`src/rtl/prod_accum_pkg.sv`:
```
// prod_accum_pkg: shared state encoding and default sizing for the product accumulator
package prod_accum_pkg;
    typedef enum logic {ACC, HOLD} state_t;
    localparam int PW_DEF = 8;
    localparam int N_TERMS_DEF = 4;
    localparam int CNT_W = $clog2(N_TERMS_DEF);
endpackage

```
`src/rtl/prod_accum_ctrl.sv`:
```
// prod_accum_ctrl: collect/hold FSM and term counter for prod_accum
module prod_accum_ctrl
    import prod_accum_pkg::*;
#(
    parameter int N_TERMS = N_TERMS_DEF
) (
    input  logic clk,
    input  logic rst_n,
    input  logic clr,
    input  logic in_valid,
    input  logic out_ready,
    output logic in_ready,
    output logic out_valid,
    output logic last_term,
    output logic load_out,
    output logic clear_acc
);
    localparam int CW = $clog2(N_TERMS);
    state_t state, state_nxt;
    logic [CW-1:0] cnt, cnt_nxt;
    logic accept;
    always_ff @(posedge clk or negedge rst_n) begin
        if (!rst_n) begin
            state <= ACC;
            cnt   <= '0;
        end else begin
            state <= state_nxt;
            cnt   <= cnt_nxt;
        end
    end
    always_comb begin
        in_ready  = state == ACC;
        out_valid = state == HOLD;
        accept    = in_valid & in_ready & ~clr;
        last_term = cnt == CW'(N_TERMS - 1);
        clear_acc = cnt == '0;
        load_out  = accept & last_term;
        state_nxt = state;
        cnt_nxt   = cnt;
        if (clr) begin
            state_nxt = ACC;
            cnt_nxt   = '0;
        end else if (accept) begin
            state_nxt = last_term ? HOLD : ACC;
            cnt_nxt   = last_term ? '0 : cnt + CW'(1);
        end else if (out_valid && out_ready) begin
            state_nxt = ACC;
        end
    end
endmodule

```
`src/rtl/prod_accum.sv`:
```
// prod_accum: sums N_TERMS handshaked products into one held result; ACC_SAT_EN selects saturating adds
module prod_accum
    import prod_accum_pkg::*;
#(
    parameter int PW      = PW_DEF,
    parameter int N_TERMS = N_TERMS_DEF,
    parameter int AW      = PW + $clog2(N_TERMS)
) (
    input  logic          clk,
    input  logic          rst_n,
    input  logic          clr,
    input  logic          in_valid,
    output logic          in_ready,
    input  logic [PW-1:0] in_prod,
    output logic          out_valid,
    input  logic          out_ready,
    output logic [AW-1:0] out_sum,
    output logic          out_ovf
);
    logic          last_term, load_out, clear_acc, accept, ovf, ovf_nxt;
    logic [AW-1:0] acc, acc_nxt, base;
    logic [AW:0]   sum;
    prod_accum_ctrl #(.N_TERMS(N_TERMS)) u_ctrl (
        .clk       (clk),
        .rst_n     (rst_n),
        .clr       (clr),
        .in_valid  (in_valid),
        .out_ready (out_ready),
        .in_ready  (in_ready),
        .out_valid (out_valid),
        .last_term (last_term),
        .load_out  (load_out),
        .clear_acc (clear_acc)
    );
    always_comb begin
        accept  = in_valid & in_ready & ~clr;
        base    = clear_acc ? '0 : acc;
        sum     = {1'b0, base} + {{(AW + 1 - PW){1'b0}}, in_prod};
`ifdef ACC_SAT_EN
        acc_nxt = sum[AW] ? '1 : sum[AW-1:0];
`else
        acc_nxt = sum[AW-1:0];
`endif
        ovf_nxt = (~clear_acc & ovf) | sum[AW];
    end
    // the last term goes straight to the output registers; acc restarts on the next group
    always_ff @(posedge clk or negedge rst_n) begin
        if (!rst_n) begin
            acc     <= '0;
            ovf     <= 1'b0;
            out_sum <= '0;
            out_ovf <= 1'b0;
        end else begin
            if (clr) ovf <= 1'b0;
            else if (accept && !last_term) begin
                acc <= acc_nxt;
                ovf <= ovf_nxt;
            end
            if (load_out) begin
                out_sum <= acc_nxt;
                out_ovf <= ovf_nxt;
            end
        end
    end
endmodule

```
`config.mk`:
```
export PLATFORM = sky130hd
export DESIGN_NAME = prod_accum
export DESIGN_NICKNAME = d
export VERILOG_FILES = /design/src/rtl/prod_accum_pkg.sv /design/src/rtl/prod_accum_ctrl.sv /design/src/rtl/prod_accum.sv
export SDC_FILE = /design/constraint.sdc
export NUM_CORES = 1
export LEC_CHECK = 0
export ABC_AREA = 1
export CAP_MARGIN = 20
export CORE_UTILIZATION = 50
export CTS_CLUSTER_DIAMETER = 50
export DETAILED_ROUTE_END_ITERATION = 16
export PLACE_DENSITY = 0.76
export SLEW_MARGIN = 30
export SYNTH_ARGS = -nofsm -noshare
export SYNTH_HDL_FRONTEND = slang
export SYNTH_SLANG_ARGS = --single-unit
```
`constraint.sdc`:
```
create_clock -name clk -period 6.23 [get_ports clk]
set_clock_uncertainty 0.15 [all_clocks]
set_input_delay 0.9345 -clock clk [delete_from_list [all_inputs] [get_ports clk]]
set_output_delay 0.9345 -clock clk [all_outputs]
set_load 0.05 [all_outputs]
```
==> impl_metrics.csv <==
group,metric,value,unit
run_status,status,"finished with violations",
run_status,violations,"design-rule violations",
pwr,ir_drop,0.176,mV
global_route,grt_pass1_vias,1273,
pwr,combinationalPowerShare,0.424,
global_route,grt_overflow_total,0,
final_layout,fin_nets,260,
global_route,antenna_found_initial,0,
die,fp.dieW,58.1,µm
timing,finalHoldViolations,0,
synthesis,yosysSeqAreaShare,0.398,
timing,setup_tns,0,ns
critical_path,worst-path-buf-inv,2,
place,port_buffers,25,
critical_path,cpMaxStageDelayCell,"clkdlybuf4s50_1",
pwr,p_leak,0.000987,µW
clock_tree,cts_sinks,25,
synthesis,synth_cells,210,
clock_tree,clk_latency,0.33,ns
critical_path,crit_path_end_kind,"primary output",
critical_path,crit_family,"buffers and inverters",
pwr,power_density,267,nW/µm²
synthesis,avgSynthCellArea,7.48,µm²
timing,max_slew_margin,0.666,
route,first_pass_iters,11,
clock_tree,cts_buffers,3,
global_route,grt-busiest-layer,"met2",
timing,hold_slack,0.345,ns
die,placementRows,19,
timing,clock.fmax,0.367,GHz
pwr,power_switching,206,µW
timing,rsz0062_at_grt,"no",
timing,drv_slew,0,
global_route,grt_pass1_wl,5520,µm
run,drv_cap,0,
route,drtIter0Drc,65,
route,vias,1349,
clock_tree,cts.htree.levels,1,
clock_tree,root_buffer,"clkbuf_4",
route,routed_wl,3260,µm
synthesis,syn_area,1570,µm²
route,avgViaCountPerCell,4.87,
synthesis,netlist_top_cells_area,"dfrtp_1 40%, nand2_1 18%, ha_1 8.0%",
critical_path,worstPathCellList,"inv_1 > clkdlybuf4s50_1",
global_route,grtUsageMet3,0.0223,
final_layout,final_common_cell,"nand2_1",
timing,period_minus_slack,2.72,ns
synthesis,synth_top_area_cell,"dfrtp_1",
clock_tree,path_clk_slew,0.14,ns
critical_path,path_max_fanout,4,
global_route,globalRouteMet2Util,0.379,
synthesis,ys_types,24,
final_layout,layout_common_cells,"75 x nand2_1, 27 x inv_1, 25 x dfrtp_1, 25 x clkdlybuf4s50_1, 20 x nand3_1",
clock_tree,cts_tree,"built",
die,dieArea,3370,µm²
die,chipHeight,58.1,µm
critical_path,arrival,1.64,ns
place,gp_congestion,0.837,
synthesis,synth_fp_nets,234,
timing,tightest_slew,0.500,ns
global_route,grt_max_degree,26,
die,core-area,2880,µm²
synthesis,synth_top_area_frac,0.398,
critical_path,critical_path_required,5.15,ns
pwr,clkPwrFrac,0.157,
critical_path,critPathMaxStageDelay,0.80,ns
timing,finalCritPeriodShare,0.437,
die,initial_utilization,0.546,
pwr,p_total,496,µW
synthesis,yosysWarnings,0,
place,dpl.cell_count,273,
route,detail-route-antenna-nets,0,
synthesis,synth_seq_cells,25,
global_route,gr-usage-met1,0.286,
final_layout,antenna_cells,0,
final_layout,layout-drive-gt1-share,0.0681,
clock_tree,post_cts_buffers,0,
final_layout,finalNonFillerCells,277,
clock_tree,cts-resized-gates,0,
die,ioPinCount,26,
global_route,grt_usage,0.217,
final_layout,syn_to_final_growth,18.3,%
pwr,swShare,0.415,
critical_path,start_kind,"flip-flop",
critical_path,critical_path_class,"reg2out",
pwr,power_frac_seq,0.419,
route,wl_per_cell,11.8,µm
timing,setup_viol,0,
pwr,p_int,290,µW
critical_path,rrSetupSlack,3.62,ns
route,drc,2,
place,dp_hpwl,2390,µm
clock_tree,ctsHoldBuffers,0,
clock_tree,cts_buffer_depth,2,
hold_path,hp-class,"reg2reg",
[cells in the mapped netlist]
library cell,count
inv_1,27
fa_1,1
ha_1,10
o21ai_2,1
buf_4,1
a21o_1,1
nor2_1,16
xor2_1,2
a21oi_1,2
nand3_1,20
o31ai_1,1
o21ai_1,1
a22oi_1,1
buf_6,4
nor3_2,1
xnor2_1,1
nand3b_1,1
nand3_2,1
a21oi_2,2
inv_2,4
nor2_4,2
dfrtp_1,25
o21ai_0,10
nand2_1,75
[worst reg2reg max path, delay by kind of cell (launching register included)]
family	cells	cell delay (ns)
AOI/OAI and AO/OA	1	0.22
adders and majority gates	3	1.10
buffers and inverters	2	0.15
DFF	1	0.41
and+or+nand+nor	6	0.55
[path summary, 6_finish.rpt]
path	end	cells after the start	from
worst max-delay path	in_ready	2	u_ctrl.out_valid$_DFFE_PN0P_
worst min-delay path	out_sum[3]$_DFFE_PN0P_	2	out_sum[3]$_DFFE_PN0P_
worst max register to register	acc[6]$_DFFE_PN0P_	12	u_ctrl.cnt[0]$_DFFE_PN0P_
worst min register to register	out_sum[3]$_DFFE_PN0P_	2	out_sum[3]$_DFFE_PN0P_
max in group asynchronous	u_ctrl.cnt[0]$_DFFE_PN0P_	2	rst_n
min in group asynchronous	acc[7]$_DFFE_PN0P_	2	rst_n
[sequential cells by signal (all words and copies together) (netlist names)]
register and count:
ovf 1, out_ovf 1, out_sum 10, acc 10
u_ctrl.cnt 2, u_ctrl.out_valid 1
[metrics by stage]
stage	util	area, µm²	setup slack, ns
2_1_floorplan	-	1570	3.87
3_3_place_gp	0.636	1830	3.37
3_5_place_dp	0.636	1830	3.31
4_1_cts	0.646	1860	3.50
5_1_grt	0.646	1860	3.42
6_report	0.646	1860	3.51
[cell families (layout without fill, tap and decap cells)]
family | after synthesis | after routing | share of synthesized area
compound gates | 19 | 19 | 0.0725
xor+xnor | 3 | 3 | 0.0167
fa+ha+maj | 11 | 11 | 0.0924
buf+inv | 36 | 61 | 0.107
flops | 25 | 25 | 0.398
simple gates | 116 | 116 | 0.313
[power by group through the flow]
stage	combinational (µW)	clock [µW]	sequential, µW
3_3_place_gp	207	0	211
5_1_grt	234	86.5	212
2_1_floorplan	95.3	0	263
6_report	211	77.8	208
4_1_cts	212	79.9	208
3_5_place_dp	211	0	211
[layer usage]
metal  vias up  routed length [µm]
met5         -                   0
met4         0                  37
met1       610                1520
li1        700                   -
met2        34                1570
met3         5                 135
[layout make-up]
class | instances | area [µm²]
fillers | 275 | 1020
multi-input cells | 149 | 777
flip-flops and latches | 25 | 626
repair buffers | 26 | 258
inverters | 31 | 116
well taps | 42 | 52.6
clock buffers | 3 | 22.5
clock inverters | 1 | 7.51
No activity file was read; power rests on OpenSTA's default activity.
